`src/rtl/keypad_scan_ctrl_pkg.sv`:
```
// Shared types and helpers for the 3x3 keypad scan controller.
// Holds state encoding, geometry constants and column/key decode helpers.
package keypad_scan_ctrl_pkg;

    localparam int ROWS  = 3;
    localparam int COLS  = 3;
    localparam int KEY_W = 4;
    localparam int CIX_W = 2;

    localparam logic [COLS-1:0] COL_NONE = 3'b111;
    localparam logic [ROWS-1:0] ROW_NONE = 3'b111;

    typedef enum logic [2:0] {
        IDLE,
        SETTLE,
        PROBE,
        CONFIRM,
        PRESSED
    } state_e;

    // Active-low one-hot drive for a column index.
    function automatic logic [COLS-1:0] col_drive(logic [CIX_W-1:0] idx);
        logic [COLS-1:0] c;
        case (idx)
            2'd0:    c = 3'b110;
            2'd1:    c = 3'b101;
            default: c = 3'b011;
        endcase
        return c;
    endfunction

    function automatic logic [CIX_W-1:0] col_next(logic [CIX_W-1:0] idx);
        return (idx == 2'd2) ? 2'd0 : idx + 2'd1;
    endfunction

    // Lowest-index low row wins when several rows are pulled down.
    function automatic logic [CIX_W-1:0] row_of(logic [ROWS-1:0] pat);
        logic [CIX_W-1:0] r;
        priority case (1'b1)
            !pat[0]: r = 2'd0;
            !pat[1]: r = 2'd1;
            default: r = 2'd2;
        endcase
        return r;
    endfunction

    function automatic logic [KEY_W-1:0] key_index(
        logic [CIX_W-1:0] cidx,
        logic [ROWS-1:0]  pat
    );
        logic [KEY_W-1:0] c;
        logic [KEY_W-1:0] r;
        c = {2'b00, cidx};
        r = {2'b00, row_of(pat)};
        return c * 4'd3 + r;
    endfunction

endpackage

```
`src/rtl/d_flip_flop.sv`:
```
// Generic D flip-flop cell with asynchronous active-low reset.
// Ports: clk, rst_n, d[W-1:0] in; q[W-1:0] out (reset to RST_VAL).
module d_flip_flop #(
    parameter int           W       = 1,
    parameter logic [W-1:0] RST_VAL = '0
) (
    input  logic         clk,
    input  logic         rst_n,
    input  logic [W-1:0] d,
    output logic [W-1:0] q
);

    always_ff @(posedge clk or negedge rst_n) begin
        if (!rst_n) begin
            q <= RST_VAL;
        end else begin
            q <= d;
        end
    end

endmodule

```
`src/rtl/keypad_scan_ctrl_row_sync.sv`:
```
// Two-stage synchronizer for the asynchronous, active-low row lines.
// Ports: clk, rst_n, d[W-1:0] (raw rows) in; q[W-1:0] (synced rows) out.
module row_sync
    import keypad_scan_ctrl_pkg::*;
#(
    parameter int W = ROWS
) (
    input  logic         clk,
    input  logic         rst_n,
    input  logic [W-1:0] d,
    output logic [W-1:0] q
);

    logic [W-1:0] meta;

    // Reset to all-ones so the released keypad is seen right away.
    d_flip_flop #(.W(W), .RST_VAL({W{1'b1}})) u_ff0 (
        .clk   (clk),
        .rst_n (rst_n),
        .d     (d),
        .q     (meta)
    );

    d_flip_flop #(.W(W), .RST_VAL({W{1'b1}})) u_ff1 (
        .clk   (clk),
        .rst_n (rst_n),
        .d     (meta),
        .q     (q)
    );

endmodule

```
`src/rtl/keypad_scan_ctrl.sv`:
```
// 3x3 keypad scanner: column sequencing, press confirm and release confirm.
// Ports: clk, reset (async low), scan_en, row[2:0] in; col[2:0], key_valid, key_code[3:0], key_held out.
module keypad_scan_ctrl
    import keypad_scan_ctrl_pkg::*;
#(
    parameter int SAMPLE_DIV     = 50000,
    parameter int SETTLE_TICKS   = 2,
    parameter int DEBOUNCE_TICKS = 4
) (
    input  logic             clk,
    input  logic             reset,
    input  logic             scan_en,
    input  logic [ROWS-1:0]  row,
    output logic [COLS-1:0]  col,
    output logic             key_valid,
    output logic [KEY_W-1:0] key_code,
    output logic             key_held
);

    localparam int PRE_W = $clog2(SAMPLE_DIV) + 1;
    localparam int SET_W = $clog2(SETTLE_TICKS) + 1;
    localparam int DEB_W = $clog2(DEBOUNCE_TICKS) + 1;

    logic [ROWS-1:0]  rs;
    state_e           state_q, state_d;
    logic [CIX_W-1:0] col_idx_q, col_idx_d;
    logic [PRE_W-1:0] pre_q, pre_d;
    logic [SET_W-1:0] settle_q, settle_d;
    logic [DEB_W-1:0] stable_q, stable_d;
    logic [DEB_W-1:0] rel_q, rel_d;
    logic [ROWS-1:0]  pat_q, pat_d;
    logic [KEY_W-1:0] key_code_q, key_code_d;
    logic             key_held_q, key_held_d;
    logic             key_valid_q, key_valid_d;

    logic             tick;
    logic [SET_W-1:0] settle_inc;
    logic [DEB_W-1:0] stable_inc;
    logic [DEB_W-1:0] rel_inc;

    row_sync #(.W(ROWS)) u_row_sync (
        .clk   (clk),
        .rst_n (reset),
        .d     (row),
        .q     (rs)
    );

    // Free-running prescaler, also active while idle.
    assign tick  = (pre_q == PRE_W'(SAMPLE_DIV - 1));
    assign pre_d = tick ? '0 : pre_q + PRE_W'(1);

    assign settle_inc = settle_q + SET_W'(1);
    assign stable_inc = stable_q + DEB_W'(1);
    assign rel_inc    = rel_q + DEB_W'(1);

    always_comb begin
        state_d     = state_q;
        col_idx_d   = col_idx_q;
        settle_d    = settle_q;
        stable_d    = stable_q;
        rel_d       = rel_q;
        pat_d       = pat_q;
        key_code_d  = key_code_q;
        key_held_d  = key_held_q;
        key_valid_d = 1'b0;

        if (!scan_en) begin
            state_d    = IDLE;
            col_idx_d  = '0;
            settle_d   = '0;
            stable_d   = '0;
            rel_d      = '0;
            pat_d      = ROW_NONE;
            key_held_d = 1'b0;
        end else begin
            unique case (state_q)
                IDLE: begin
                    state_d   = SETTLE;
                    col_idx_d = '0;
                    settle_d  = '0;
                end
                SETTLE: begin
                    if (tick) begin
                        settle_d = settle_inc;
                        if (settle_inc == SET_W'(SETTLE_TICKS)) begin
                            state_d = PROBE;
                        end
                    end
                end
                PROBE: begin
                    if (tick) begin
                        if (rs != ROW_NONE) begin
                            pat_d    = rs;
                            stable_d = DEB_W'(1);
                            state_d  = CONFIRM;
                        end else begin
                            col_idx_d = col_next(col_idx_q);
                            settle_d  = '0;
                            state_d   = SETTLE;
                        end
                    end
                end
                CONFIRM: begin
                    if (tick) begin
                        if (rs == pat_q) begin
                            stable_d = stable_inc;
                            if (stable_inc == DEB_W'(DEBOUNCE_TICKS)) begin
                                state_d     = PRESSED;
                                rel_d       = '0;
                                key_valid_d = 1'b1;
                                key_held_d  = 1'b1;
                                key_code_d  = key_index(col_idx_q, pat_q);
                            end
                        end else begin
                            // Bounce or early release: drop the candidate.
                            stable_d  = '0;
                            col_idx_d = col_next(col_idx_q);
                            settle_d  = '0;
                            state_d   = SETTLE;
                        end
                    end
                end
                PRESSED: begin
                    if (tick) begin
                        if (rs == ROW_NONE) begin
                            rel_d = rel_inc;
                            if (rel_inc == DEB_W'(DEBOUNCE_TICKS)) begin
                                rel_d      = '0;
                                stable_d   = '0;
                                key_held_d = 1'b0;
                                col_idx_d  = col_next(col_idx_q);
                                settle_d   = '0;
                                state_d    = SETTLE;
                            end
                        end else begin
                            rel_d = '0;
                        end
                    end
                end
                default: begin
                    state_d = IDLE;
                end
            endcase
        end
    end

    always_ff @(posedge clk or negedge reset) begin
        if (!reset) begin
            state_q     <= IDLE;
            col_idx_q   <= '0;
            pre_q       <= '0;
            settle_q    <= '0;
            stable_q    <= '0;
            rel_q       <= '0;
            pat_q       <= ROW_NONE;
            key_code_q  <= '0;
            key_held_q  <= 1'b0;
            key_valid_q <= 1'b0;
        end else begin
            state_q     <= state_d;
            col_idx_q   <= col_idx_d;
            pre_q       <= pre_d;
            settle_q    <= settle_d;
            stable_q    <= stable_d;
            rel_q       <= rel_d;
            pat_q       <= pat_d;
            key_code_q  <= key_code_d;
            key_held_q  <= key_held_d;
            key_valid_q <= key_valid_d;
        end
    end

    assign col       = (state_q == IDLE) ? COL_NONE : col_drive(col_idx_q);
    assign key_valid = key_valid_q;
    assign key_code  = key_code_q;
    assign key_held  = key_held_q;

endmodule

```
`config.mk`:
```
export PLATFORM = sky130hd
export DESIGN_NAME = keypad_scan_ctrl
export DESIGN_NICKNAME = d
export VERILOG_FILES = /design/src/rtl/keypad_scan_ctrl_pkg.sv /design/src/rtl/d_flip_flop.sv /design/src/rtl/keypad_scan_ctrl_row_sync.sv /design/src/rtl/keypad_scan_ctrl.sv
export SDC_FILE = /design/constraint.sdc
export NUM_CORES = 1
export LEC_CHECK = 0
export CAP_MARGIN = 5
export CORE_MARGIN = 2
export CORE_UTILIZATION = 40
export CTS_BUF_LIST = sky130_fd_sc_hd__clkbuf_4 sky130_fd_sc_hd__clkbuf_8
export CTS_CLUSTER_DIAMETER = 60
export CTS_CLUSTER_SIZE = 10
export DETAILED_ROUTE_END_ITERATION = 10
export GPL_TIMING_DRIVEN = 0
export RECOVER_POWER = 25
export REMOVE_ABC_BUFFERS = 1
export SYNTH_ARGS = -nofsm -noshare
export SYNTH_HDL_FRONTEND = slang
export SYNTH_SLANG_ARGS = --single-unit
```
`constraint.sdc`:
```
create_clock -name clk -period 4.2 [get_ports clk]
set_clock_uncertainty 0.1 [all_clocks]
set_input_delay 0.42 -clock clk [delete_from_list [all_inputs] [get_ports clk]]
set_output_delay 0.42 -clock clk [all_outputs]
set_load 0.02 [all_outputs]
```
==> metrics <==
remaining antenna violation count 0; initial antenna violation count 0; final WL 4520 um; largest fanout of any net on the critical path 18; detail-routed net length per standard cell 13.9 um; number of fill cells 581; Detail Placement HPWL 3260 um; Crit. End Element register; ports placed on the boundary 15; share of synthesized area occupied by flip-flops and latches 0.456; number of nets in the final layout 269; part of the total power dissipated in sequential elements 0.530; first-pass GRT wire length 7900 um; Max clock buf depth 2; die height 83.0 um; most frequently used flop master after synthesis sky130_fd_sc_hd__dfrtp_1; largest area contributor in the synthesized netlist sky130_fd_sc_hd__dfrtp_1; synthesized area 2490 um2; via count of the first global-routing pass 1637; number of buffers inserted by port buffering 14; cell area after layout 2800 um2; Vias/cell 5.27; Tightest Hold Check Type register to register; number of rows in the core area 28; TritonCTS clock tree yes; number of pins exceeding their max-slew limit in the final report 0; number of hold-slack violations in the final timing report 0; die area 6880 um2; instance area at placement 2710 um2; final estimated routing congestion in global placement 0.768; transition time of the tightest slew-check pin 0.612 ns; core footprint 5960 um2; unique cell type count in the Yosys netlist 54; CTS clk-pin slew, worst paths 0.08 ns; Design Power 917 uW; Post-route DRC 0; upper clock frequency limit 0.388 GHz; DRC marker count from the first detailed-route iteration 131; Fin Hold WS 0.258 ns; synthesized area divided by synthesized cell count 10.7 um2; summed negative setup slack over all endpoints 0 ns; synth cell count leaders sky130_fd_sc_hd__dfrtp_1, sky130_fd_sc_hd__nand2_1, sky130_fd_sc_hd__nor2_1; global router's overall resource usage 0.140; overall via count from detail_route 1714; clock buffers created by TritonCTS 5; share of the clock period used by the worst path after layout 0.613; number of synthesized register bits 45; number of detailed-routing iterations run before antenna repair 4; cell area power density 327 nW/um2; Worst Setup Path Type input port to register; switching power 261 uW; Rel. slew slack 0.590; RSZ-0062 raised after global routing no; required time of the worst setup path 4.29 ns; number of antenna diodes 0; maximum number of pins on one net before global-route repair 39; Data arrival, critical path 2.67 ns; minimum clock period 2.57 ns; Worst Setup Start Kind input port; Clock H-tree levels 2; area share of the largest cell type after synthesis 0.361; sum of overflow across all layers after global routing 0; post-synthesis to final-layout area growth 12.4%; worst vdd ir 0.000151 V; synthesized netlist cell count 232; switching power as a share of total power 0.284; CTS hold repair buffers 1; Gate power share 0.183; Static Leakage 1.23 nW; ranking of synthesized cells by area sky130_fd_sc_hd__dfrtp_1, sky130_fd_sc_hd__dfstp_2, sky130_fd_sc_hd__ha_1; FFs w/ async S/R, synth 1.00; number of warnings printed during yosys synthesis 0; clock latency reported for the late side of the worst-skew pair 0.29 ns; width of the die 83.0 um; clock root cell sky130_fd_sc_hd__clkbuf_8; post-CTS resize count 0; Maximum Capacitance Violations 0; EDFF count, synth 0; status finished, final reports clean; clock net sink count 45; dominant cell by count in the synthesized netlist sky130_fd_sc_hd__dfrtp_1; Initial Utilization 0.419; clock power share 0.287; final setup violating endpoints 0; internal power of the cells 656 uW; Post-CTS Setup Inserts 0; proportion of layout cells with a drive suffix above 1 0.140
[metal layers]
metal | vias up | part of all wire | track usage
met5 | - | 0 | 0
met4 | 0 | 0.014 | 0.0447
met3 | 6 | 0.039 | 0.0318
met2 | 28 | 0.43 | 0.203
met1 | 822 | 0.52 | 0.206
li1 | 858 | - | -
[area by class of cell]
type | instances | area, um2 | share of cell area
clock inverter | 2 | 10.0 | 0.00357
sequential | 45 | 1140 | 0.406
inverter | 8 | 30.0 | 0.0107
clock buffer | 6 | 76.3 | 0.0272
timing repair buffer | 16 | 164 | 0.0585
tap | 75 | 93.8 | 0.0335
multi-input combinational | 173 | 1290 | 0.461
[worst paths after layout]
| kind | from | endpoint | slack [ns] | cells past startpoint |
|---|---|---|---|---|
| setup / recovery | scan_en | col_idx_q[0] | 1.63 | 6 |
| hold / removal | u_row_sync.u_ff0.q[1] | u_row_sync.u_ff1.q[1] | 0.26 | 0 |
| setup reg to reg | pre_q[0] | rel_q[0] | 1.81 | 6 |
| hold reg to reg | u_row_sync.u_ff0.q[1] | u_row_sync.u_ff1.q[1] | 0.26 | 0 |
| max in group asynchronous | reset | u_row_sync.u_ff0.q[0] | 2.86 | 3 |
| min in group asynchronous | reset | pre_q[16] | 0.50 | 2 |
[cells by family after synthesis]
group	share of synthesized area
xor+xnor	0.0667
flops	0.456
mux	0.0426
simple gates	0.246
buf+inv	0.0261
compound gates	0.0863
fa+ha+maj	0.0763
[power by group through the flow]
stage / logic (mW) / clock network, mW / registers, mW
2_1_floorplan: 0.124 / 0 / 0.486
3_3_place_gp: 0.166 / 0 / 0.495
3_5_place_dp: 0.170 / 0 / 0.494
4_1_cts: 0.171 / 0.278 / 0.486
5_1_grt: 0.191 / 0.291 / 0.491
6_report: 0.167 / 0.263 / 0.486
[sequential cells by signal, summed over array words and instances (netlist names)]
| register | flops |
|---|---|
| u_row_sync.u_ff1.q | 3 |
| key_held | 1 |
| u_row_sync.u_ff0.q | 3 |
| key_valid | 1 |
| stable_q | 3 |
| settle_q | 2 |
| col_idx_q | 2 |
| key_code | 4 |
| state_q | 3 |
| rel_q | 3 |
| pre_q | 17 |
| pat_q | 3 |
[per-stage QoR]
stage          setup slack, ns  std cells   util
2_1_floorplan             2.09        226      -
3_3_place_gp              1.32        315  0.452
3_5_place_dp              1.34        316  0.455
4_1_cts                   1.66        325  0.471
5_1_grt                   1.49        325  0.471
6_report                  1.63        325  0.471
[worst max-delay path, stage by stage]
cell,delay [ns]
sky130_fd_sc_hd__clkdlybuf4s50_1,0.73
sky130_fd_sc_hd__nand4b_1,0.31
sky130_fd_sc_hd__and4b_1,0.24
sky130_fd_sc_hd__a311oi_1,0.47
sky130_fd_sc_hd__o211ai_1,0.22
sky130_fd_sc_hd__a22o_1,0.27
[cell usage in the layout (no fill, tap or decap), drive strengths merged, types with 2 or more instances in the layout]
cell type,instances
mux2i,5
a311oi,2
xor2,9
and4bb,3
clkinv,2
and3,11
nor3b,2
nor2b,2
nand2,21
and2,2
inv,8
clkbuf,7
o21ai,7
ha,12
or3,2
nand2b,4
fa,2
a22o,3
nor3,2
dfstp,9
clkdlybuf4s50,10
nand4b,3
dfrtp,36
and4,5
nand3,14
nand4,5
a41oi,2
a21oi,3
dlygate4sd3,4
o311ai,2
xnor2,10
nor2,21
mux2,5
Power figures use the tool's default switching activity.
